**src/rtl/ahb2apb_bridge.sv**
```systemverilog
// AHB-Lite slave to APB master bridge.
// An AHB front end pipelines address/data and qualifies each beat, and an
// eight-state controller turns every accepted beat into an APB SETUP/ENABLE
// pair toward one of three slaves. All APB outputs are registered.
module ahb2apb_bridge (
   input  logic        hclk,
   input  logic        hresetn,
   input  logic        hwrite,
   input  logic        hreadyin,
   input  logic [1:0]  htrans,
   input  logic [31:0] hwdata,
   input  logic [31:0] haddr,
   input  logic [31:0] prdata,
   output logic        penable,
   output logic        pwrite,
   output logic        hreadyout,
   output logic [31:0] paddr,
   output logic [31:0] pwdata,
   output logic [31:0] hrdata,
   output logic [2:0]  pselx,
   output logic [1:0]  hresp
);

   typedef enum logic [2:0] {
      ST_IDLE,
      ST_WWAIT,
      ST_READ,
      ST_WRITE,
      ST_WRITEP,
      ST_RENABLE,
      ST_WENABLE,
      ST_WENABLEP
   } state_t;

   state_t      state_q, state_d;

   logic [31:0] haddr1_q, haddr2_q, hwdata1_q;
   logic        hwrite_q;

   logic        valid;
   logic [2:0]  tempselx;

   logic [31:0] paddr_q, paddr_d;
   logic [31:0] pwdata_q, pwdata_d;
   logic        pwrite_q, pwrite_d;
   logic [2:0]  pselx_q, pselx_d;
   logic        penable_q, penable_d;
   logic        hreadyout_q, hreadyout_d;

   // Front-end pipeline: delayed address/data feed the buffered-write paths.
   always_ff @(posedge hclk) begin
      if (!hresetn) begin
         haddr1_q  <= '0;
         haddr2_q  <= '0;
         hwdata1_q <= '0;
         hwrite_q  <= 1'b0;
      end else begin
         haddr1_q  <= haddr;
         haddr2_q  <= haddr1_q;
         hwdata1_q <= hwdata;
         hwrite_q  <= hwrite;
      end
   end

   // Beat qualification and slave decode from the live address phase.
   always_comb begin
      valid    = hreadyin && (htrans == 2'b10 || htrans == 2'b11) &&
                 (haddr >= 32'h8000_0000) && (haddr < 32'h8C00_0000);
      tempselx = 3'b000;
      case (haddr[31:26])
         6'b100000: tempselx = 3'b001;
         6'b100001: tempselx = 3'b010;
         6'b100010: tempselx = 3'b100;
         default:   tempselx = 3'b000;
      endcase
   end

   // Controller next-state selection.
   always_comb begin
      state_d = state_q;
      case (state_q)
         ST_IDLE:     state_d = !valid ? ST_IDLE : (hwrite ? ST_WWAIT : ST_READ);
         ST_WWAIT:    state_d = valid ? ST_WRITEP : ST_WRITE;
         ST_READ:     state_d = ST_RENABLE;
         ST_WRITE:    state_d = valid ? ST_WENABLEP : ST_WENABLE;
         ST_WRITEP:   state_d = ST_WENABLEP;
         ST_RENABLE,
         ST_WENABLE:  state_d = !valid ? ST_IDLE : (hwrite ? ST_WWAIT : ST_READ);
         ST_WENABLEP: state_d = !hwrite_q ? ST_READ : (valid ? ST_WRITEP : ST_WRITE);
         default:     state_d = ST_IDLE;
      endcase
   end

   // Output loads chosen by the transition being taken; default is hold.
   always_comb begin
      paddr_d     = paddr_q;
      pwdata_d    = pwdata_q;
      pwrite_d    = pwrite_q;
      pselx_d     = pselx_q;
      penable_d   = penable_q;
      hreadyout_d = hreadyout_q;
      if (state_d == ST_READ) begin
         paddr_d     = haddr;
         pwrite_d    = 1'b0;
         pselx_d     = tempselx;
         penable_d   = 1'b0;
         hreadyout_d = 1'b0;
      end else if (state_d == ST_WWAIT || state_d == ST_IDLE) begin
         pselx_d     = 3'b000;
         penable_d   = 1'b0;
         hreadyout_d = 1'b1;
      end else if (state_d == ST_WRITE || state_d == ST_WRITEP) begin
         // First beat takes the one-cycle-old address with live data; later
         // beats come from one stage further back in the pipeline.
         if (state_q == ST_WWAIT) begin
            paddr_d  = haddr1_q;
            pwdata_d = hwdata;
         end else begin
            paddr_d  = haddr2_q;
            pwdata_d = hwdata1_q;
         end
         pwrite_d    = 1'b1;
         pselx_d     = tempselx;
         penable_d   = 1'b0;
         hreadyout_d = 1'b0;
      end else if (state_q == ST_WRITE && state_d == ST_WENABLEP) begin
         paddr_d     = haddr1_q;
         pwdata_d    = hwdata;
         pwrite_d    = 1'b1;
         pselx_d     = tempselx;
         penable_d   = 1'b0;
         hreadyout_d = 1'b0;
      end else if (state_d == ST_RENABLE || state_d == ST_WENABLE ||
                   state_d == ST_WENABLEP) begin
         penable_d   = 1'b1;
         hreadyout_d = 1'b1;
      end
   end

   // State and registered APB/AHB outputs.
   always_ff @(posedge hclk) begin
      if (!hresetn) begin
         state_q     <= ST_IDLE;
         paddr_q     <= '0;
         pwdata_q    <= '0;
         pwrite_q    <= 1'b0;
         pselx_q     <= 3'b000;
         penable_q   <= 1'b0;
         hreadyout_q <= 1'b1;
      end else begin
         state_q     <= state_d;
         paddr_q     <= paddr_d;
         pwdata_q    <= pwdata_d;
         pwrite_q    <= pwrite_d;
         pselx_q     <= pselx_d;
         penable_q   <= penable_d;
         hreadyout_q <= hreadyout_d;
      end
   end

   assign paddr     = paddr_q;
   assign pwdata    = pwdata_q;
   assign pwrite    = pwrite_q;
   assign pselx     = pselx_q;
   assign penable   = penable_q;
   assign hreadyout = hreadyout_q;
   assign hrdata    = prdata;
   assign hresp     = 2'b00;

endmodule

```
**config.mk**
```make
export PLATFORM = sky130hd
export DESIGN_NAME = ahb2apb_bridge
export DESIGN_NICKNAME = d
export VERILOG_FILES = /design/src/rtl/ahb2apb_bridge.sv
export SDC_FILE = /design/constraint.sdc
export NUM_CORES = 1
export LEC_CHECK = 0
export ABC_AREA = 1
export BUFFER_PORTS_ARGS = -buffer_cell sky130_fd_sc_hd__buf_2
export CAP_MARGIN = 0
export CORE_MARGIN = 1
export CORE_UTILIZATION = 55
export DETAILED_ROUTE_END_ITERATION = 8
export GPL_TIMING_DRIVEN = 0
export PLACE_DENSITY = 0.94
export SYNTH_ARGS = -nofsm -noshare
export SYNTH_HDL_FRONTEND = slang
export SYNTH_SLANG_ARGS = --single-unit
```
**constraint.sdc**
```tcl
create_clock -name hclk -period 3.68 [get_ports hclk]
set_input_delay 0.736 -clock hclk [delete_from_list [all_inputs] [get_ports hclk]]
set_output_delay 0.736 -clock hclk [all_outputs]
set_load 0.005 [all_outputs]
```
==> impl_metrics.env <==
export IMPL_final_hold_viol_count=0
export IMPL_critical_path_reg2reg_startpoint="state_q[0]"
export IMPL_cts_post_setup_buffers_inserted=0
export IMPL_critPathMaxFanout=10
export IMPL_capture_point_of_the_critical_path="pwdata[19]"
export IMPL_summed_negative_setup_slack_over_all_endpoints_ps=0
export IMPL_cap_viol_max_count=0
export IMPL_clock_insertion_delay_worst_skew_ps=420
export IMPL_r2r_worst_path_cells=15
export IMPL_grt_setup_unrepaired="no"
export IMPL_routed_wl_met2_mm=9.40
export IMPL_overall_track_demand_over_capacity_in_global_routing_pct=30.8
export IMPL_mappedNetlistArea_um2=6950
export IMPL_numPortBuffers=170
export IMPL_first_global_vias=6695
export IMPL_synthFlopType="sky130_fd_sc_hd__dfxtp_1"
export IMPL_effective_utilization_at_floorplan_pct=57.2
export IMPL_power_per_cell_area_nw_per_um2=863
export IMPL_critPathMostFrequentCell="sky130_fd_sc_hd__nand2_1"
export IMPL_ys_async_sr_fraction_pct=0
export IMPL_worst_endpoint_arrival_ps=3010
export IMPL_die_width_um=114
export IMPL_wl_mm=20.0
export IMPL_final_layout_size_suffix_gt1_share_pct=23.0
export IMPL_status="completed"
export IMPL_cts_htree_levels=4
export IMPL_floorplan_die_height_um=114
export IMPL_critPathRequiredTime_ps=3990
export IMPL_synth_area_mux_share_pct=0.432
export IMPL_worstSetupEndpointType="flop"
export IMPL_synth_seq_cells=170
export IMPL_worst_slew_pin_transition_ps=699
export IMPL_grt_antenna_before_repair=3
export IMPL_place_detailed_hpwl_mm=12.8
export IMPL_clockRootBuffer="sky130_fd_sc_hd__clkbuf_16"
export IMPL_synth_compound_area_share_pct=9.54
export IMPL_tritoncts="built"
export IMPL_cp_startpoint="haddr[29]"
export IMPL_floorplan_die_area_um2=13100
export IMPL_fp_coreArea_um2=12200
export IMPL_clk_pin_slew_ps=60
export IMPL_final_common_cell="sky130_fd_sc_hd__nand2_1"
export IMPL_synth_edf_count=0
export IMPL_routabilityCongestion=0.892
export IMPL_count_of_yosys_warnings_during_synthesis=0
export IMPL_num_fill_cells=890
export IMPL_r2r_slack_ps=1220
export IMPL_grt_start_max_net_pins=17
export IMPL_synthesis_instances=976
export IMPL_fin_skew_ps=5.95
export IMPL_clock_path_buffers=2
export IMPL_ant_nets=0
export IMPL_layout_min_cycle_time_ps=2700
export IMPL_cts_resized=0
export IMPL_average_wire_per_standard_cell_um=14.8
export IMPL_pin_count=206
export IMPL_worst_r2r_endpoint="pwdata[19]"
export IMPL_post_route_drc_count=0
export IMPL_placement_rows=40
export IMPL_synthXorXnorAreaFrac_pct=0
export IMPL_drv_slew=0
export IMPL_layout_nets=1268
export IMPL_yosys_area_share_adder_pct=0
export IMPL_grt_remaining_overflow=0
export IMPL_setup_worst_path_class="input pin to flop"
export IMPL_layout_cells_most_common_list="258 x sky130_fd_sc_hd__nand2_1, 178 x sky130_fd_sc_hd__buf_2, 170 x sky130_fd_sc_hd__dfxtp_1"
export IMPL_routed_via_density=5.21
export IMPL_synth_area_per_cell_um2=7.12
export IMPL_startpoint_kind_of_the_worst_setup_timing_path="input pin"
export IMPL_wire_length_of_the_first_global_routing_pass_mm=31.2
export IMPL_cts_sinks=170
export IMPL_route_top_layer_used="met5"
export IMPL_synth_sequential_area_ratio_pct=48.9
export IMPL_hold_path_class="flop to flop"
export IMPL_place_area_um2=8020
export IMPL_detailedRoute_firstPassIterationCount=8
export IMPL_post_route_period_util_pct=73.4
export IMPL_setup_viol_count_final=0
export IMPL_max_freq_mhz=370
export IMPL_relSlewSlack_pct=53.4
export IMPL_crit_path_max_incr_delay_ps=240
export IMPL_flow_area_growth_from_synthesis_pct=24.0
export IMPL_cts_made_buffers=17
export IMPL_synth_top_family_by_area="simple AND/OR/NAND/NOR gates"
export IMPL_critical_path_cell_chain="buf_2 > nor2_2 > nand2_2 > inv_2 > nand3_2 > nand2_1 > nor2_1 > nand3_1 > nand2_1 > nand2_1 > nand2_2 > nand2_4 > buf_6 > buf_6 > nand2_1 > a21oi_1 > nor2_1"
export IMPL_vdd_ir_drop_max_mv=0.375
export IMPL_post_synth_and_or_nand_nor_area_fraction_pct=26.8
export IMPL_met1_length_mm=7.39
export IMPL_dr_total_vias=7023
export IMPL_slowest_stage="sky130_fd_sc_hd__nor2_2"
export IMPL_p_leak_nw=4.86
export IMPL_first_iter_violations=611
export IMPL_synthDistinctLibCells=29
export IMPL_layout_cell_area_non_filler_um2=8620
export IMPL_hold_buf_count_cts=0
export IMPL_met3_wirelength_mm=2.06
cells by family (layout without fill, tap and decap cells):
kind of cell / count (synthesis) / count (layout)
AOI/OAI and AO/OA: 124 / 124
buffers and inverters: 214 / 414
DFF: 170 / 170
muxes: 3 / 3
other: 1 / 5
and+or+nand+nor: 464 / 464
sequential cells by signal (all words and copies together) (netlist names), 3 cells and up:
| name | count |
|---|---|
| haddr1_q | 32 |
| haddr2_q | 32 |
| hwdata1_q | 32 |
| paddr | 32 |
| pwdata | 32 |
| pselx | 3 |
| state_q | 3 |
per-stage QoR:
stage / hold slack (ps) / worst slack (ps) / power [mW] / std cells / utilization (%)
detailed placement: 414 / 824 / 5.45 / 1315 / 65.9
global route: 440 / 898 / 7.87 / 1346 / 70.8
finish: 421 / 978 / 7.44 / 1348 / 70.9
floorplan: 406 / 1420 / 4.51 / 977 / -
global placement: 409 / 906 / 5.33 / 1315 / 65.9
CTS: 421 / 1130 / 7.33 / 1345 / 70.8
area by class of cell:
cell class,instances,area [um^2],share of cell area (%)
plain buffers,84,498,5.78
well taps,168,210,2.44
clock buffers,22,474,5.50
clock inverters,8,119,1.38
flip-flops and latches,170,3400,39.5
multi-input cells,593,2570,29.8
diodes,3,7.51,0.0871
repair buffers,170,851,9.87
inverters,130,488,5.66
worst max-delay path: cells and delay by family:
| kind | cells | cell delay [ps] |
|---|---|---|
| compound gates | 1 | 220 |
| buf+inv | 4 | 570 |
| simple gates | 12 | 1470 |
cell usage after synthesis (all sizes together) (2+ instances only):
library cell  instances  area, um^2
o22ai                 5        31.3
o21ai                46         230
nand3                25         140
or2                   2        12.5
a21boi               11        82.6
nand4                12        75.1
nand2               262         998
nor2                159         607
a21oi                60         300
clkbuf               33         124
buf                  51         374
dfxtp               170        3400
inv                 130         488
nor3                  2        20.0
mux2i                 3        30.0
worst min path at each step:
stage / start / cells after the start / end
finish: haddr1_q[22] / 2 / haddr2_q[22]
global route: haddr1_q[16] / 2 / haddr2_q[16]
CTS: haddr1_q[19] / 2 / haddr2_q[19]
detailed placement: haddr1_q[22] / 2 / haddr2_q[22]
global placement: haddr1_q[23] / 2 / haddr2_q[23]
floorplan: haddr1_q[31] / 2 / haddr2_q[31]
where the power goes:
group	internal (mW)	switching (mW)
sequential	2.17	0.156
clock	1.11	0.698
combinational	1.15	2.16
total	4.42	3.02
routing by layer:
metal	GRT usage [%]	vias to the layer above
met3	9.16	102
met2	50.3	437
li1	-	3316
met1	35.3	3166
met4	19.5	2
met5	0	-
Note: power is estimated with default switching activity, not from simulation.
